## src/rtl/dual_regbank_mbox_if.sv

```systemverilog
// Register-bus interface shared by the HPS and NIOS sides of dual_regbank_mbox.
// One access is a single-cycle request (bus_enable) answered by a one-cycle
// acknowledge pulse; read_data is valid while acknowledge is high.
interface dual_regbank_mbox_if #(
   parameter int ADDR_W = 3,
   parameter int DATA_W = 32
);
   logic [ADDR_W-1:0] address;
   logic              bus_enable;
   logic              rw;
   logic [DATA_W-1:0] write_data;
   logic [DATA_W-1:0] read_data;
   logic              acknowledge;
   logic              irq;

   modport master (
      output address, bus_enable, rw, write_data,
      input  read_data, acknowledge, irq
   );

   modport slave (
      input  address, bus_enable, rw, write_data,
      output read_data, acknowledge, irq
   );
endinterface

```

## src/rtl/dual_regbank_mbox.sv

```systemverilog
// Two-master register bank between the HPS and NIOS buses: one mailbox per
// direction with full flags and doorbells, a host control word, a sampled
// status word and a pending/enable interrupt controller for each side.
module dual_regbank_mbox #(
   parameter int DATA_W   = 32,
   parameter int ADDR_W   = 3,
   parameter int NUM_IRQ  = 4,
   parameter int STATUS_W = 16
) (
   input  logic                 clk,
   input  logic                 rst,
   dual_regbank_mbox_if.slave   hr,
   dual_regbank_mbox_if.slave   nr,
   input  logic [NUM_IRQ-1:0]   irq_src,
   input  logic [STATUS_W-1:0]  status_in,
   output logic [DATA_W-1:0]    ctrl_out
);
   localparam int PEND_W = NUM_IRQ + 1;

   localparam logic [ADDR_W-1:0] ADDR_H2N     = ADDR_W'(0);
   localparam logic [ADDR_W-1:0] ADDR_N2H     = ADDR_W'(1);
   localparam logic [ADDR_W-1:0] ADDR_STATUS  = ADDR_W'(2);
   localparam logic [ADDR_W-1:0] ADDR_CONTROL = ADDR_W'(3);
   localparam logic [ADDR_W-1:0] ADDR_PEND    = ADDR_W'(4);
   localparam logic [ADDR_W-1:0] ADDR_EN      = ADDR_W'(5);
   localparam logic [ADDR_W-1:0] ADDR_HSET    = ADDR_W'(6);

   logic                r_hAck;
   logic                r_nAck;
   logic [DATA_W-1:0]   r_hRdata;
   logic [DATA_W-1:0]   r_nRdata;
   logic [DATA_W-1:0]   r_h2nData;
   logic [DATA_W-1:0]   r_n2hData;
   logic                r_h2nFull;
   logic                r_n2hFull;
   logic [DATA_W-1:0]   r_ctrl;
   logic [STATUS_W-1:0] r_statusQ;
   logic [DATA_W-1:0]   r_hPend;
   logic [DATA_W-1:0]   r_hEn;
   logic [PEND_W-1:0]   r_nPend;
   logic [PEND_W-1:0]   r_nEn;
   logic [NUM_IRQ-1:0]  r_srcPrev;

   logic                w_hAccept;
   logic                w_nAccept;
   logic                w_hRead;
   logic                w_hWrite;
   logic                w_nRead;
   logic                w_nWrite;
   logic                w_hWrH2n;
   logic                w_hRdN2h;
   logic                w_hWrCtrl;
   logic                w_hWrPend;
   logic                w_hWrEn;
   logic                w_nRdH2n;
   logic                w_nWrN2h;
   logic                w_nWrPend;
   logic                w_nWrEn;
   logic                w_nWrHset;
   logic [DATA_W-1:0]   w_statusWord;
   logic [DATA_W-1:0]   w_hRdMux;
   logic [DATA_W-1:0]   w_nRdMux;
   logic [PEND_W-1:0]   w_nPendSet;
   logic [PEND_W-1:0]   w_nPendClr;
   logic [DATA_W-1:0]   w_hPendSet;
   logic [DATA_W-1:0]   w_hPendClr;

   // A request is taken only while no acknowledge is showing, which spaces accesses two cycles apart.
   assign w_hAccept = hr.bus_enable && !r_hAck;
   assign w_nAccept = nr.bus_enable && !r_nAck;
   assign w_hRead   = w_hAccept &&  hr.rw;
   assign w_hWrite  = w_hAccept && !hr.rw;
   assign w_nRead   = w_nAccept &&  nr.rw;
   assign w_nWrite  = w_nAccept && !nr.rw;

   assign w_hWrH2n  = w_hWrite && (hr.address == ADDR_H2N);
   assign w_hRdN2h  = w_hRead  && (hr.address == ADDR_N2H);
   assign w_hWrCtrl = w_hWrite && (hr.address == ADDR_CONTROL);
   assign w_hWrPend = w_hWrite && (hr.address == ADDR_PEND);
   assign w_hWrEn   = w_hWrite && (hr.address == ADDR_EN);
   assign w_nRdH2n  = w_nRead  && (nr.address == ADDR_H2N);
   assign w_nWrN2h  = w_nWrite && (nr.address == ADDR_N2H);
   assign w_nWrPend = w_nWrite && (nr.address == ADDR_PEND);
   assign w_nWrEn   = w_nWrite && (nr.address == ADDR_EN);
   assign w_nWrHset = w_nWrite && (nr.address == ADDR_HSET);

   // Rising edges of the hardware sources land in NIOS pending bits 1..NUM_IRQ, the doorbell in bit 0.
   assign w_nPendSet = {(irq_src & ~r_srcPrev), w_hWrH2n};
   assign w_nPendClr = w_nWrPend ? nr.write_data[PEND_W-1:0] : '0;
   assign w_hPendSet = (w_nWrHset ? nr.write_data : '0) | (w_nWrN2h ? DATA_W'(1) : '0);
   assign w_hPendClr = w_hWrPend ? hr.write_data : '0;

   assign hr.read_data   = r_hRdata;
   assign hr.acknowledge = r_hAck;
   assign hr.irq         = |(r_hPend & r_hEn);
   assign nr.read_data   = r_nRdata;
   assign nr.acknowledge = r_nAck;
   assign nr.irq         = |(r_nPend & r_nEn);
   assign ctrl_out       = r_ctrl;

   // Status word seen by both sides: sampled status above the two mailbox full flags.
   always_comb begin
      w_statusWord                 = '0;
      w_statusWord[STATUS_W+1:2]   = r_statusQ;
      w_statusWord[1]              = r_n2hFull;
      w_statusWord[0]              = r_h2nFull;
   end

   // HPS read decode; unmapped and write-only slots return zero.
   always_comb begin
      w_hRdMux = '0;
      case (hr.address)
         ADDR_H2N:     w_hRdMux = r_h2nData;
         ADDR_N2H:     w_hRdMux = r_n2hData;
         ADDR_STATUS:  w_hRdMux = w_statusWord;
         ADDR_CONTROL: w_hRdMux = r_ctrl;
         ADDR_PEND:    w_hRdMux = r_hPend;
         ADDR_EN:      w_hRdMux = r_hEn;
         default:      w_hRdMux = '0;
      endcase
   end

   // NIOS read decode; the HPS interrupt-set slot always reads zero.
   always_comb begin
      w_nRdMux = '0;
      case (nr.address)
         ADDR_H2N:     w_nRdMux = r_h2nData;
         ADDR_N2H:     w_nRdMux = r_n2hData;
         ADDR_STATUS:  w_nRdMux = w_statusWord;
         ADDR_CONTROL: w_nRdMux = r_ctrl;
         ADDR_PEND:    w_nRdMux[PEND_W-1:0] = r_nPend;
         ADDR_EN:      w_nRdMux[PEND_W-1:0] = r_nEn;
         default:      w_nRdMux = '0;
      endcase
   end

   // HPS handshake: acknowledge pulses the cycle after accept, read data is captured with it.
   always_ff @(posedge clk or posedge rst) begin
      if (rst) begin
         r_hAck   <= 1'b0;
         r_hRdata <= '0;
      end else begin
         r_hAck <= w_hAccept;
         if (w_hRead) begin
            r_hRdata <= w_hRdMux;
         end
      end
   end

   // NIOS handshake, independent of the HPS side.
   always_ff @(posedge clk or posedge rst) begin
      if (rst) begin
         r_nAck   <= 1'b0;
         r_nRdata <= '0;
      end else begin
         r_nAck <= w_nAccept;
         if (w_nRead) begin
            r_nRdata <= w_nRdMux;
         end
      end
   end

   // Mailboxes: a write always overwrites and sets full; a write in the same cycle as the draining read keeps full set.
   always_ff @(posedge clk or posedge rst) begin
      if (rst) begin
         r_h2nData <= '0;
         r_n2hData <= '0;
         r_h2nFull <= 1'b0;
         r_n2hFull <= 1'b0;
      end else begin
         if (w_hWrH2n) begin
            r_h2nData <= hr.write_data;
         end
         if (w_nWrN2h) begin
            r_n2hData <= nr.write_data;
         end
         if (w_hWrH2n) begin
            r_h2nFull <= 1'b1;
         end else if (w_nRdH2n) begin
            r_h2nFull <= 1'b0;
         end
         if (w_nWrN2h) begin
            r_n2hFull <= 1'b1;
         end else if (w_hRdN2h) begin
            r_n2hFull <= 1'b0;
         end
      end
   end

   // Interrupt controllers: clear first, then OR in sets so a same-cycle set survives its own clear.
   always_ff @(posedge clk or posedge rst) begin
      if (rst) begin
         r_hPend <= '0;
         r_hEn   <= '0;
         r_nPend <= '0;
         r_nEn   <= '0;
      end else begin
         r_hPend <= (r_hPend & ~w_hPendClr) | w_hPendSet;
         r_nPend <= (r_nPend & ~w_nPendClr) | w_nPendSet;
         if (w_hWrEn) begin
            r_hEn <= hr.write_data;
         end
         if (w_nWrEn) begin
            r_nEn <= nr.write_data[PEND_W-1:0];
         end
      end
   end

   // Host control word plus per-cycle sampling of status and IRQ source history.
   always_ff @(posedge clk or posedge rst) begin
      if (rst) begin
         r_ctrl    <= '0;
         r_statusQ <= '0;
         r_srcPrev <= '0;
      end else begin
         if (w_hWrCtrl) begin
            r_ctrl <= hr.write_data;
         end
         r_statusQ <= status_in;
         r_srcPrev <= irq_src;
      end
   end
endmodule

```

## src/flat_wrapper.sv

```systemverilog
// flat-port wrapper written by rule: the top's interface ports become plain ports
module dual_regbank_mbox_flat 
#(
   parameter int DATA_W   = 32,
   parameter int ADDR_W   = 3,
   parameter int NUM_IRQ  = 4,
   parameter int STATUS_W = 16
)
  (clk, rst, irq_src, status_in, ctrl_out, hr_address, hr_bus_enable, hr_rw, hr_write_data, hr_read_data, hr_acknowledge, hr_irq, nr_address, nr_bus_enable, nr_rw, nr_write_data, nr_read_data, nr_acknowledge, nr_irq);
  dual_regbank_mbox_if #(.ADDR_W(ADDR_W), .DATA_W(DATA_W)) hr_i ();
  dual_regbank_mbox_if #(.ADDR_W(ADDR_W), .DATA_W(DATA_W)) nr_i ();
  input  logic clk;
  input  logic rst;
  input  logic [NUM_IRQ-1:0] irq_src;
  input  logic [STATUS_W-1:0] status_in;
  output logic [DATA_W-1:0] ctrl_out;
  input wire logic [$bits(hr_i.address)-1:0] hr_address;
  input wire logic [$bits(hr_i.bus_enable)-1:0] hr_bus_enable;
  input wire logic [$bits(hr_i.rw)-1:0] hr_rw;
  input wire logic [$bits(hr_i.write_data)-1:0] hr_write_data;
  output wire logic [$bits(hr_i.read_data)-1:0] hr_read_data;
  output wire logic [$bits(hr_i.acknowledge)-1:0] hr_acknowledge;
  output wire logic [$bits(hr_i.irq)-1:0] hr_irq;
  input wire logic [$bits(nr_i.address)-1:0] nr_address;
  input wire logic [$bits(nr_i.bus_enable)-1:0] nr_bus_enable;
  input wire logic [$bits(nr_i.rw)-1:0] nr_rw;
  input wire logic [$bits(nr_i.write_data)-1:0] nr_write_data;
  output wire logic [$bits(nr_i.read_data)-1:0] nr_read_data;
  output wire logic [$bits(nr_i.acknowledge)-1:0] nr_acknowledge;
  output wire logic [$bits(nr_i.irq)-1:0] nr_irq;
  assign hr_i.address = hr_address;
  assign hr_i.bus_enable = hr_bus_enable;
  assign hr_i.rw = hr_rw;
  assign hr_i.write_data = hr_write_data;
  assign hr_read_data = hr_i.read_data;
  assign hr_acknowledge = hr_i.acknowledge;
  assign hr_irq = hr_i.irq;
  assign nr_i.address = nr_address;
  assign nr_i.bus_enable = nr_bus_enable;
  assign nr_i.rw = nr_rw;
  assign nr_i.write_data = nr_write_data;
  assign nr_read_data = nr_i.read_data;
  assign nr_acknowledge = nr_i.acknowledge;
  assign nr_irq = nr_i.irq;
  dual_regbank_mbox #(.DATA_W(DATA_W), .ADDR_W(ADDR_W), .NUM_IRQ(NUM_IRQ), .STATUS_W(STATUS_W)) u_core (.clk(clk), .rst(rst), .hr(hr_i), .nr(nr_i), .irq_src(irq_src), .status_in(status_in), .ctrl_out(ctrl_out));
endmodule
```

## config.mk

```make
export PLATFORM = sky130hd
export DESIGN_NAME = dual_regbank_mbox_flat
export DESIGN_NICKNAME = d
export VERILOG_FILES = /design/src/rtl/dual_regbank_mbox_if.sv /design/src/rtl/dual_regbank_mbox.sv /design/src/flat_wrapper.sv
export SDC_FILE = /design/constraint.sdc
export NUM_CORES = 1
export LEC_CHECK = 0
export CORE_MARGIN = 2
export CORE_UTILIZATION = 54
export DETAILED_ROUTE_END_ITERATION = 10
export GPL_TIMING_DRIVEN = 0
export PLACE_DENSITY = 0.89
export SYNTH_ARGS = -nofsm -noshare
export SYNTH_HDL_FRONTEND = slang
export SYNTH_SLANG_ARGS = --single-unit
```

## constraint.sdc

```tcl
create_clock -name clk -period 12 [get_ports clk]
set_input_delay 2.4 -clock clk [delete_from_list [all_inputs] [get_ports clk]]
set_output_delay 2.4 -clock clk [all_outputs]
set_load 0.005 [all_outputs]
```

==> impl_metrics.yaml, run 1 <==
global_routing:
  grt_pass1_vias: 10100
  grt_max_degree: 110
  antenna_found_initial: 0
  grt-ovfl-total: 0
  grt_use_total_pct: 33.4
  grt_first_pass_wirelength_um: 60100
sta:
  finalCriticalPeriod_ns: 4.95
  fmax_ghz: 0.202
  worst_slew_margin_rel_pct: 35.0
  setup_tns_ns: 0
  min_period_over_period_pct: 41.3
  fin_ws_ns: 7.05
  clock_skew_ns: 0.0255
  final_max_slew_viol_count: 0
  grt_setup_unrepaired: "false"
  hold_viol: 0
  finalSetupViolCount: 0
  tightest_slew_ns: 0.975
synthesis:
  synthFlopType: "dfrtp_1"
  synth_top_area_share_pct: 54.2
  synth_edf_count: 0
  synth_common_cells: "dfrtp_1 (258), mux2_2 (184), nand2_1 (93), a22oi_1 (66), o21ai_0 (49)"
  yosys_warnings: 0
  synth.area.top_cells: "dfrtp_1 (54%), mux2_2 (17%), a22oi_1 (4.2%)"
  async_reset_ff_share_pct: 100
  postSynthAreaPerCell_um2: 12.8
  ys_types: 55
  syn_inst: 927
  synth_seq_area_share_pct: 54.2
  netlist_area_um2: 11900
  ys_ff_latch: 258
  syn-num-nets: 1023
  yosysMostFrequentCell: "dfrtp_1"
  synth_area_leader_cell: "dfrtp_1"
finish:
  fillers: 1469
  antenna_cells: 0
  final_util_pct: 69.6
  nNetsFinal: 1246
  drive_above_1_share_pct: 26.9
  area_growth_syn_to_layout_pct: 27.1
worst_setup_path:
  cp-start-kind: "flop"
  worstSetupEndpointType: "output pin"
  cp.required_ns: 9.60
  arrival_ns: 2.55
  crit_fanout: 3
  r2r_slack_ns: 9.64
  path_class: "flop to output pin"
drt:
  wl_per_cell_um: 27.1
  drt-initial-drc-count: 1098
  dr.pass1.iters: 5
  viasPerCell: 6.67
  drcViolationCount: 0
  vias: 9669
  routed_wl_um: 39200
  final_antenna_net_count: 0
pwr:
  leakage_nw: 6.57
  irDropWorstVdd_v: 0.000106
  cellPowerDensity_nw_per_um2: 175
die:
  io_pins: 196
  initial_core_util_pct: 54.7
  chipHeight_um: 153
  rows: 54
  die_area_um2: 23300
  core_um2: 21800
  fp.dieW_um: 153
clock_tree:
  clockBufferDepth: 3
  cts_buffers: 27
  clk-insertion-delay-late_ns: 0.55
  cts_max_level: 1
  clk_pin_slew_ns: 0.06
  cts.sink_count: 258
  cts_hold_buf: 0
  cts_setup_buffers: 0
  cts_tree: "yes"
  root_buffer: "clkbuf_16"
  cts_resized: 0
min_path:
  hold_path.class: "flop to flop"
placed_design:
  post-dp-hpwl_um: 26700
  io_buffers: 192
  routabilityCongestion: 0.925
  post-place-ws_ns: 7.28
outcome:
  status: "complete, no violations"
flow_run:
  cap_violations: 0
[through the flow]
stage	total power, W	hold slack, ns	cells	instance area, um^2
floorplan	0.00148	0.463	927	11900
global placement	0.00176	0.466	1399	14200
detailed placement	0.00179	0.470	1401	14200
CTS	0.00263	0.483	1449	15100
global route	0.00273	0.517	1449	15100
finish	0.00264	0.481	1449	15100
[cell type report]
type / count / area (um^2) / share of cell area, %
repair buffers: 194 / 1980 / 13.1
flip-flops and latches: 258 / 6460 / 42.7
multi-input cells: 585 / 5050 / 33.4
well taps: 280 / 350 / 2.31
clock buffers: 41 / 828 / 5.47
inverters: 14 / 60.1 / 0.397
clock inverters: 7 / 63.8 / 0.422
plain buffers: 70 / 347 / 2.29
[final timing paths]
path                                                     start                                  end  depth (start not counted)
max                               u_core.r_hPend[12]$_DFF_PP0_                               hr_irq                          4
min reg2reg                u_core.nr.read_data[30]$_DFFE_PP0P_  u_core.nr.read_data[30]$_DFFE_PP0P_                          2
min in group asynchronous                                  rst        u_core.r_srcPrev[0]$_DFF_PP0_                          2
min                        u_core.nr.read_data[30]$_DFFE_PP0P_  u_core.nr.read_data[30]$_DFFE_PP0P_                          2
max reg2reg                    u_core.hr.acknowledge$_DFF_PP0_   u_core.hr.read_data[7]$_DFFE_PP0P_                          5
max in group asynchronous                                  rst  u_core.hr.read_data[26]$_DFFE_PP0P_                          3
[cells in the final DEF, fill, tap and decap left out, types with 16 or more instances in the layout]
| master | count |
|---|---|
| clkbuf_16 | 27 |
| buf_2 | 42 |
| mux4_2 | 18 |
| clkdlybuf4s50_1 | 192 |
| mux2_2 | 184 |
| o22a_1 | 16 |
| a22o_1 | 48 |
| a22oi_1 | 66 |
| dfrtp_1 | 258 |
| o21ai_0 | 49 |
| clkbuf_1 | 22 |
| nand2_1 | 93 |
[routing by layer]
layer / wire, um / GRT usage (%)
met1: 14800 / 44.7
met2: 18100 / 52.6
met3: 4370 / 7.85
met4: 1940 / 15.0
met5: 0 / 0
[sequential cells by signal (all words and copies together) (netlist names)]
signal                 flops
u_core.nr.read_data       32
u_core.r_hEn              32
u_core.r_nEn               5
u_core.hr.read_data       32
u_core.r_n2hFull           1
u_core.r_statusQ          16
u_core.r_srcPrev           4
u_core.r_h2nFull           1
u_core.r_n2hData          32
u_core.hr.acknowledge      1
u_core.ctrl_out           32
u_core.r_nPend             5
u_core.nr.acknowledge      1
u_core.r_h2nData          32
u_core.r_hPend            32
[power breakdown]
group | internal (W) | switching (W) | total (W)
Sequential | 0.00105 | 0.000169 | 0.00122
Clock | 0.000494 | 0.000344 | 0.000838
Combinational | 0.000362 | 0.000230 | 0.000591
[critical path, stage by stage (launching register included)]
cell and delay, ns:
dfrtp_1 0.42, a22oi_1 0.37, nand4_1 0.13, or4_1 0.61, clkdlybuf4s50_1 0.49
[kinds of logic after synthesis]
logic type | count (synthesis) | share of synthesized area, %
flops | 258 | 54.2
buf+inv | 84 | 3.35
simple gates | 133 | 5.45
mux | 221 | 22.6
compound gates | 231 | 14.4
Power figures use the tool's default switching activity.
==> run 2, diff against run 1 <==
--- a/config.mk
+++ b/config.mk
@@ -6,10 +6,10 @@
 export NUM_CORES = 1
 export LEC_CHECK = 0
 export CORE_MARGIN = 2
-export CORE_UTILIZATION = 54
+export CORE_UTILIZATION = 49
 export DETAILED_ROUTE_END_ITERATION = 10
 export GPL_TIMING_DRIVEN = 0
-export PLACE_DENSITY = 0.89
+export PLACE_DENSITY = 0.85
 export SYNTH_ARGS = -nofsm -noshare
 export SYNTH_HDL_FRONTEND = slang
 export SYNTH_SLANG_ARGS = --single-unit
==> constraint.sdc (replaced) <==
create_clock -name clk -period 4.3 [get_ports clk]
set_input_delay 0.86 -clock clk [delete_from_list [all_inputs] [get_ports clk]]
set_output_delay 0.86 -clock clk [all_outputs]
set_load 0.005 [all_outputs]
==> run 2 against run 1 <==
  * Critical path type unchanged
  * Register-to-register slack worse by 7.6 ns
  * Total power grew to 2.8 times the previous value
  * Final cell count grew 3.4%
  * Die area rose by 9.9%
  * Largest cell class unchanged
  * Clock skew is 0.0034 ns lower
  * Final area is 0.90% higher
  * Sequential power rose to 2.8 times the previous value
  * Core utilization fell by 6.2 points
  * Hold slack is essentially flat
==> impl_metrics.yaml, run 2 (synthesis results as in run 1) <==
clock_tree:
  cts_setup_buffers: 0
  clk-insertion-delay-late_ns: 0.56
  clockBufferDepth: 3
  cts_resized: 0
  cts_tree: "yes"
  cts_max_level: 1
  cts_hold_buf: 0
  root_buffer: "clkbuf_16"
  cts.sink_count: 258
  clk_pin_slew_ns: 0.06
  cts_buffers: 28
outcome:
  status: "complete, no violations"
flow_run:
  cap_violations: 0
worst_setup_path:
  cp-start-kind: "flop"
  crit_fanout: 3
  cp.required_ns: 3.44
  worstSetupEndpointType: "output pin"
  arrival_ns: 2.59
  path_class: "flop to output pin"
drt:
  drt-initial-drc-count: 1233
  vias: 9667
  dr.pass1.iters: 7
  viasPerCell: 6.45
  routed_wl_um: 39300
  final_antenna_net_count: 0
  wl_per_cell_um: 26.2
  drcViolationCount: 0
sta:
  min_period_over_period_pct: 80.1
  worst_slew_margin_rel_pct: 37.1
  tightest_slew_ns: 0.944
  fmax_ghz: 0.290
  grt_setup_unrepaired: "false"
  finalSetupViolCount: 0
  hold_slack_ns: 0.481
  final_max_slew_viol_count: 0
  clock_skew_ns: 0.0222
  fin_ws_ns: 0.855
  finalCriticalPeriod_ns: 3.45
  hold_viol: 0
die:
  core_um2: 24100
  die_area_um2: 25600
  chipHeight_um: 160
  rows: 57
  io_pins: 196
  initial_core_util_pct: 49.4
  fp.dieW_um: 160
finish:
  seq_area_um2: 6460
  nNetsFinal: 1251
  drive_above_1_share_pct: 26.9
  final_cell_area_um2: 15300
  area_growth_syn_to_layout_pct: 28.2
  multi_input_area_um2: 5050
  final_cell_mix: "dfrtp_1 (258), clkdlybuf4s50_1 (192), mux2_2 (184)"
  antenna_cells: 0
  fillers: 1845
  final_common_cell: "dfrtp_1"
  layout.cells.non_filler: 1498
placed_design:
  post_dp_cell_area_um2: 14400
  post-dp-hpwl_um: 27500
  dp_cells: 1449
  io_buffers: 192
  post-place-ws_ns: 1.10
  routabilityCongestion: 0.945
min_path:
  hold_path.class: "flop to flop"
global_routing:
  grt_use_total_pct: 30.6
  antenna_found_initial: 1
  grt_pass1_vias: 9932
  grt_first_pass_wirelength_um: 59800
  grt-ovfl-total: 0
  grt_max_degree: 44
pwr:
  cellPowerDensity_nw_per_um2: 487
  irDropWorstVdd_v: 0.000261
  leakage_nw: 6.59
  finalPower_w: 0.00744
run 2: changes by cell type in the layout (fill, tap and decap cells not counted), moves of 2 or more:
cell	change
buf_12	+6
clkbuf_1	+4
clkbuf_8	-4
buf_16	-2
clkinv_2	-2
clkinvlp_4	+2
run 2: final timing paths:
path / start / end / slack (ns) / depth (start not counted)
setup / recovery: u_core.r_hPend[12]$_DFF_PP0_ / hr_irq / 0.85 / 4
max in group asynchronous: rst / u_core.r_hEn[20]$_DFFE_PP0P_ / 2.55 / 4
setup reg to reg: u_core.hr.acknowledge$_DFF_PP0_ / u_core.hr.read_data[31]$_DFFE_PP0P_ / 2.00 / 5
hold / removal: u_core.nr.read_data[26]$_DFFE_PP0P_ / u_core.nr.read_data[26]$_DFFE_PP0P_ / 0.48 / 2
hold reg to reg: u_core.nr.read_data[26]$_DFFE_PP0P_ / u_core.nr.read_data[26]$_DFFE_PP0P_ / 0.48 / 2
min in group asynchronous: rst / u_core.hr.read_data[2]$_DFFE_PP0P_ / 0.81 / 2
run 2: routing by layer:
layer,GRT usage (%),part of all wire [%],up-vias
met3,8.94,13,175
met2,47.6,45,748
li1,-,-,3941
met5,0,0,-
met1,40.1,37,4803
met4,13.6,5.3,0
run 2: final cells by class:
cell class                      count  area share (%)
Clock buffer                       42            5.33
Clock inverter                      7           0.647
Timing Repair Buffer              198            13.4
Buffer                             70            2.27
Multi-Input combinational cell    585            33.1
Inverter                           14           0.369
Sequential cell                   258            42.3
Tap cell                          324            2.65
run 2: critical path: stages (launching register included):
cell and delay, ns:
dfrtp_1 0.41, a22oi_1 0.36, nand4_1 0.13, or4_1 0.63, clkdlybuf4s50_1 0.49
run 2: power breakdown:
part / switching, W / internal [W]
clock: 0.000982 / 0.00142
sequential: 0.000461 / 0.00292
combinational: 0.000644 / 0.00102
total: 0.00209 / 0.00535
run 2: through the flow:
step                      utilization, %  TNS (ns)
after floorplan                        -         0
after global placement              59.1   -447.41
after detailed placement            59.6         0
after CTS                           63.4         0
after global routing                63.4         0
final                               63.4         0
